**config.mk**
```make
export PLATFORM = sky130hd
export DESIGN_NAME = ntt_mod_sub_pipe
export DESIGN_NICKNAME = d
export VERILOG_FILES = /design/src/rtl/ntt_pkg.sv /design/src/rtl/ntt_frame_counter.sv /design/src/rtl/ntt_mod_sub_pipe.sv
export SDC_FILE = /design/constraint.sdc
export NUM_CORES = 1
export LEC_CHECK = 0
export CELL_PAD_IN_SITES_DETAIL_PLACEMENT = 1
export CELL_PAD_IN_SITES_GLOBAL_PLACEMENT = 2
export CORE_MARGIN = 1
export CORE_UTILIZATION = 31
export DETAILED_ROUTE_END_ITERATION = 12
export MAX_ROUTING_LAYER = met4
export PLACE_DENSITY = 0.81
export SLEW_MARGIN = 10
export SYNTH_ARGS = -nofsm -noshare
export SYNTH_HDL_FRONTEND = slang
export SYNTH_SLANG_ARGS = --single-unit
```
**constraint.sdc**
```tcl
create_clock -name clk -period 3.5 [get_ports clk]
set_clock_uncertainty 0.1 [all_clocks]
set_input_delay 0.7 -clock clk [delete_from_list [all_inputs] [get_ports clk]]
set_output_delay 0.7 -clock clk [all_outputs]
set_load 0.01 [all_outputs]
```
**src/rtl/ntt_pkg.sv**
```systemverilog
// Shared NTT arithmetic constants and the modular-subtract correction helper.
// Latency: none (types, constants and a pure function only).
// Backpressure: not applicable.
package ntt_pkg;

  localparam int unsigned NTT_K_DEF = 8;
  localparam int unsigned NTT_N_DEF = 256;
  localparam int unsigned NTT_EXT_W = NTT_K_DEF + 1;
  // Widest operand the helper supports; callers sign-extend D and truncate the result.
  localparam int unsigned NTT_KMAX  = 64;

  // One conditional +M when the extended difference is negative; no second reduction.
  function automatic logic [NTT_KMAX-1:0] mod_sub_correct(input logic [NTT_KMAX:0]   d,
                                                          input logic [NTT_KMAX-1:0] m);
    return d[NTT_KMAX] ? (d[NTT_KMAX-1:0] + m) : d[NTT_KMAX-1:0];
  endfunction

endpackage

```
**src/rtl/ntt_frame_counter.sv**
```systemverilog
// Frame position counter: counts accepted outputs modulo N, flags the last slot.
// Latency: count updates the cycle after an advance pulse.
// Backpressure: none; only moves when the caller signals a completed handshake.
module ntt_frame_counter
  import ntt_pkg::*;
#(
  parameter int N = NTT_N_DEF
) (
  input  logic                 clk,
  input  logic                 rst,
  input  logic                 advance,
  output logic [$clog2(N)-1:0] count,
  output logic                 last
);

  localparam int CW = $clog2(N);
  localparam logic [CW-1:0] LAST_IDX = CW'(N - 1);

  logic [CW-1:0] cnt_q, cnt_d;

  always_comb begin
    cnt_d = cnt_q;
    if (advance) begin
      cnt_d = (cnt_q == LAST_IDX) ? '0 : cnt_q + 1'b1;
    end
  end

  always_ff @(posedge clk) begin
    if (rst) begin
      cnt_q <= '0;
    end else begin
      cnt_q <= cnt_d;
    end
  end

  assign count = cnt_q;
  assign last  = (cnt_q == LAST_IDX);

endmodule

```
**src/rtl/ntt_mod_sub_pipe.sv**
```systemverilog
// Streaming C = (A - B) mod M with frame-end marking; NTT_MOD_SUB_RANGE_CHECK_EN adds sticky err.
// Latency: 2 cycles from input handshake to out_valid, one result per cycle.
// Backpressure: two-entry skid (S1, S2); in_ready drops only when both are full and stalled.
module ntt_mod_sub_pipe
  import ntt_pkg::*;
#(
  parameter int K = NTT_K_DEF,
  parameter int N = NTT_N_DEF
) (
  input  logic         clk,
  input  logic         rst,
  input  logic         in_valid,
  output logic         in_ready,
  input  logic [K-1:0] in_a,
  input  logic [K-1:0] in_b,
  input  logic [K-1:0] in_m,
  output logic         out_valid,
  input  logic         out_ready,
  output logic [K-1:0] out_c,
  output logic         out_last
`ifdef NTT_MOD_SUB_RANGE_CHECK_EN
  ,
  output logic         err
`endif
);

  localparam int CW = $clog2(N);

  logic         s1_valid_q, s1_valid_d;
  logic [K-1:0] a_q, a_d, b_q, b_d, m_q, m_d;
  logic         s2_valid_q, s2_valid_d;
  logic [K-1:0] c_q, c_d;
  logic [K:0]   diff;
  logic         s2_load, in_fire, out_fire;
  logic [CW-1:0] frame_cnt_unused;
  logic         frame_last;

  assign s2_load  = !s2_valid_q || out_ready;
  assign in_ready = !s1_valid_q || s2_load;
  assign in_fire  = in_valid && in_ready;
  assign out_fire = s2_valid_q && out_ready;
  assign diff     = {1'b0, a_q} - {1'b0, b_q};

  always_comb begin
    s1_valid_d = s1_valid_q;
    a_d        = a_q;
    b_d        = b_q;
    m_d        = m_q;
    s2_valid_d = s2_valid_q;
    c_d        = c_q;
    if (s2_load) begin
      s2_valid_d = s1_valid_q;
      s1_valid_d = 1'b0;
      if (s1_valid_q) begin
        c_d = K'(mod_sub_correct({{(NTT_KMAX - K){diff[K]}}, diff}, NTT_KMAX'(m_q)));
      end
    end
    // A new triple refills S1 in the same cycle the old one moves on.
    if (in_fire) begin
      s1_valid_d = 1'b1;
      a_d        = in_a;
      b_d        = in_b;
      m_d        = in_m;
    end
  end

  always_ff @(posedge clk) begin
    if (rst) begin
      s1_valid_q <= 1'b0;
      a_q        <= '0;
      b_q        <= '0;
      m_q        <= '0;
      s2_valid_q <= 1'b0;
      c_q        <= '0;
    end else begin
      s1_valid_q <= s1_valid_d;
      a_q        <= a_d;
      b_q        <= b_d;
      m_q        <= m_d;
      s2_valid_q <= s2_valid_d;
      c_q        <= c_d;
    end
  end

  ntt_frame_counter #(
    .N(N)
  ) u_frame_counter (
    .clk     (clk),
    .rst     (rst),
    .advance (out_fire),
    .count   (frame_cnt_unused),
    .last    (frame_last)
  );

  assign out_valid = s2_valid_q;
  assign out_c     = c_q;
  assign out_last  = s2_valid_q && frame_last;

`ifdef NTT_MOD_SUB_RANGE_CHECK_EN
  logic err_q;

  always_ff @(posedge clk) begin
    if (rst) begin
      err_q <= 1'b0;
    end else if (in_fire && ((in_a >= in_m) || (in_b >= in_m))) begin
      err_q <= 1'b1;
    end
  end

  assign err = err_q;
`endif

endmodule

```
==> results.toml <==
[sta]
slew_viol_final = 0
slew_headroom_pct = 41.8
tns_ns = 0
hold_violations = 0
finalCriticalPeriod_ns = 3.06
tightest_slew_ns = 0.870
rsz0062_at_grt = "no"
max_freq_ghz = 0.327
period_share_pct = 87.4
finalSetupViolCount = 0

[power]
leakage_nw = 1.15
powerDensity_nw_per_um2 = 468
vdd_ir_drop_max_v = 0.000185

[floorplanning]
die_h_um = 86.9
dieArea_um2 = 7550
die_w_um = 86.9
rows = 30
initial_core_util_pct = 32.5
ioPinCount = 39
design.core.area_um2 = 6870

[worst_setup_path]
reg2reg_depth = 14
path_max_fanout = 4
endpoint_kind = "flip-flop"
reg2reg_from = "a_q[0]"
worstSetupPathType = "flip-flop to flip-flop"
required_ns = 3.60
crit_arrival_ns = 3.16
r2r-end = "out_c[7]"
startpoint_type = "flip-flop"
critical_path.slowest_cell = "fa_1"
max_stage_delay_ns = 0.41
r2r_slack_ns = 0.44
path_cells = "inv_1, ha_1, inv_1, fa_1, a21o_1, a21oi_1, xnor2_1, ha_1, a21oi_1, o21ai_1, o31ai_1, xnor2_1, a21o_1, a31o_1"

[worst_hold_path]
min_to = "b_q[5]"
hold_depth = 2
hp-class = "flip-flop to flip-flop"
hold_start = "b_q[5]"

[final_layout]
drive_above_1_share_pct = 4.79
nets = 359
area_growth_pct = 27.8
layout.cells.non_filler = 409
finalInstanceArea_um2 = 2860
fill_cells = 829
diodes = 0

[detailed_routing]
drtIter0Drc = 33
drt.antenna.violating_nets = 0
route.detailed.drc = 0
via_per_inst = 4.79
vias = 1958
avgRoutedWirePerCell_um = 12.8
drt_wl_total_um = 5220
first_pass_iters = 4

[logic_synthesis]
synth_common_cells = "nand2_1, dfxtp_1, a21oi_1"
synthArstFlopShare_pct = 0
synth_edf_count = 0
ys_ff_latch = 42
syn_inst = 275
synth-seq-area-share_pct = 37.6
ys_warn_count = 0
synth_cell_type_count = 37
synthTopCellsByArea = "dfxtp_1, nand2_1, ha_1"
yosys.area.top_type = "dfxtp_1"
synth_top_area_share_pct = 37.6
synth_most_common_cell = "nand2_1"
syn_nets = 322
syn_avg_cell_area_um2 = 8.13
ys.flop_type = "dfxtp_1"
syn_area_um2 = 2230

[global_route]
grt_pass1_vias = 1903
grtUsageTotal_pct = 15.4
grt_max_degree = 25
grt_first_pass_wirelength_um = 8770
antenna_found_initial = 0
overflow = 0

[clock_network]
cts_buffer_depth = 2
clock_sinks = 42
htreeDepth = 2
numCtsBuffers = 5
clk_pin_slew_ns = 0.08
clockRootBuffer = "clkbuf_8"
post-cts-setup-buffers = 0
cts_hold_buffers = 0
clkLatencyLatePin_ns = 0.30
cts_tree = "built"
ctsResizeCount = 0

[placement]
post_dp_cell_area_um2 = 2710
numPortBuffers = 38
dpl.cell_count = 401
gp_congestion = 0.864
hpwl_um = 4020

[run_status]
status = "complete, no violations"

[flow_run]
drv_cap = 0
==> cell families after synthesis <==
logic type / after synthesis / share of synthesized area, %
AO/OA/AOI/OAI: 75 / 20.8
XOR/XNOR: 15 / 5.88
AND/OR/NAND/NOR: 99 / 19.0
flip-flops: 42 / 37.6
multiplexers: 3 / 1.34
buffers and inverters: 22 / 4.03
adder cells (fa/ha/maj): 19 / 11.3
==> power breakdown <==
part	internal, mW	total, mW	switching [mW]
Sequential	0.504	0.520	0.0162
Clock	0.304	0.477	0.173
Combinational	0.163	0.339	0.176
==> cell usage in the layout (no fill, tap or decap), types with 3 or more instances in the layout <==
master            n
nand2_1          60
inv_1            10
o21ai_0           6
xnor2_1           8
buf_4             4
nor2_1           18
mux2i_1           3
clkbuf_8          6
nor2b_1           3
nand2b_1          4
dfxtp_1          42
clkdlybuf4s50_1  38
a21oi_1          37
nand4_1           5
xor2_1            7
ha_1             17
o211ai_1          3
o21ai_1           3
a21o_1            8
a211oi_1          6
==> state kept, by name, indices dropped and copies added (netlist names) <==
name                   flops
out_c                      8
s1_valid_q                 1
u_frame_counter.count      8
a_q                        8
out_valid                  1
m_q                        8
b_q                        8
==> metal layers <==
layer / track usage [%] / part of all wire, % / wire length (um) / vias up
met4: 5.45 / 1.4 / 74 / 0
met2: 26.1 / 49 / 2540 / 33
met5: - / 0 / 0 / -
met3: 2.56 / 3.0 / 157 / 8
li1: - / - / - / 1016
met1: 18.6 / 47 / 2450 / 901
==> worst max-delay path by stage <==
| stage | start | end | depth (start not counted) |
|---|---|---|---|
| 4_1_cts | a_q[0] | out_c[7] | 14 |
| 5_1_grt | a_q[0] | out_c[7] | 14 |
| 3_5_place_dp | a_q[0] | out_c[7] | 14 |
| 2_1_floorplan | a_q[0] | out_c[7] | 14 |
| 6_report | a_q[0] | out_c[7] | 14 |
| 3_3_place_gp | a_q[0] | out_c[7] | 14 |
==> worst max-delay path, delay by kind of cell, from the launching register on <==
| family | cells | cell delay [ns] |
|---|---|---|
| XOR/XNOR | 2 | 0.29 |
| flip-flops | 1 | 0.32 |
| adder cells (fa/ha/maj) | 3 | 0.88 |
| buffers and inverters | 2 | 0.10 |
| AO/OA/AOI/OAI | 7 | 1.26 |
==> per-stage QoR <==
step / hold WS (ns) / total power, mW / setup slack [ns] / utilization (%)
finish: 0.358 / 1.34 / 0.440 / 41.6
global route: 0.384 / 1.41 / 0.186 / 41.6
CTS: 0.361 / 1.36 / 0.419 / 41.6
detailed placement: 0.349 / 0.873 / 0.431 / 39.5
global placement: 0.346 / 0.867 / 0.546 / 39.5
floorplan: 0.336 / 0.767 / 0.672 / -
==> layout make-up <==
cell class              instances  area, um2  area share [%]
multi-input cells             211       1300            45.7
flip-flops and latches         42        841            29.4
repair buffers                 42        410            14.4
well taps                      96        120            4.21
clock buffers                   6       82.6            2.89
clock inverters                 2       60.1            2.10
inverters                      10       37.5            1.31
Power figures use the tool's default switching activity.
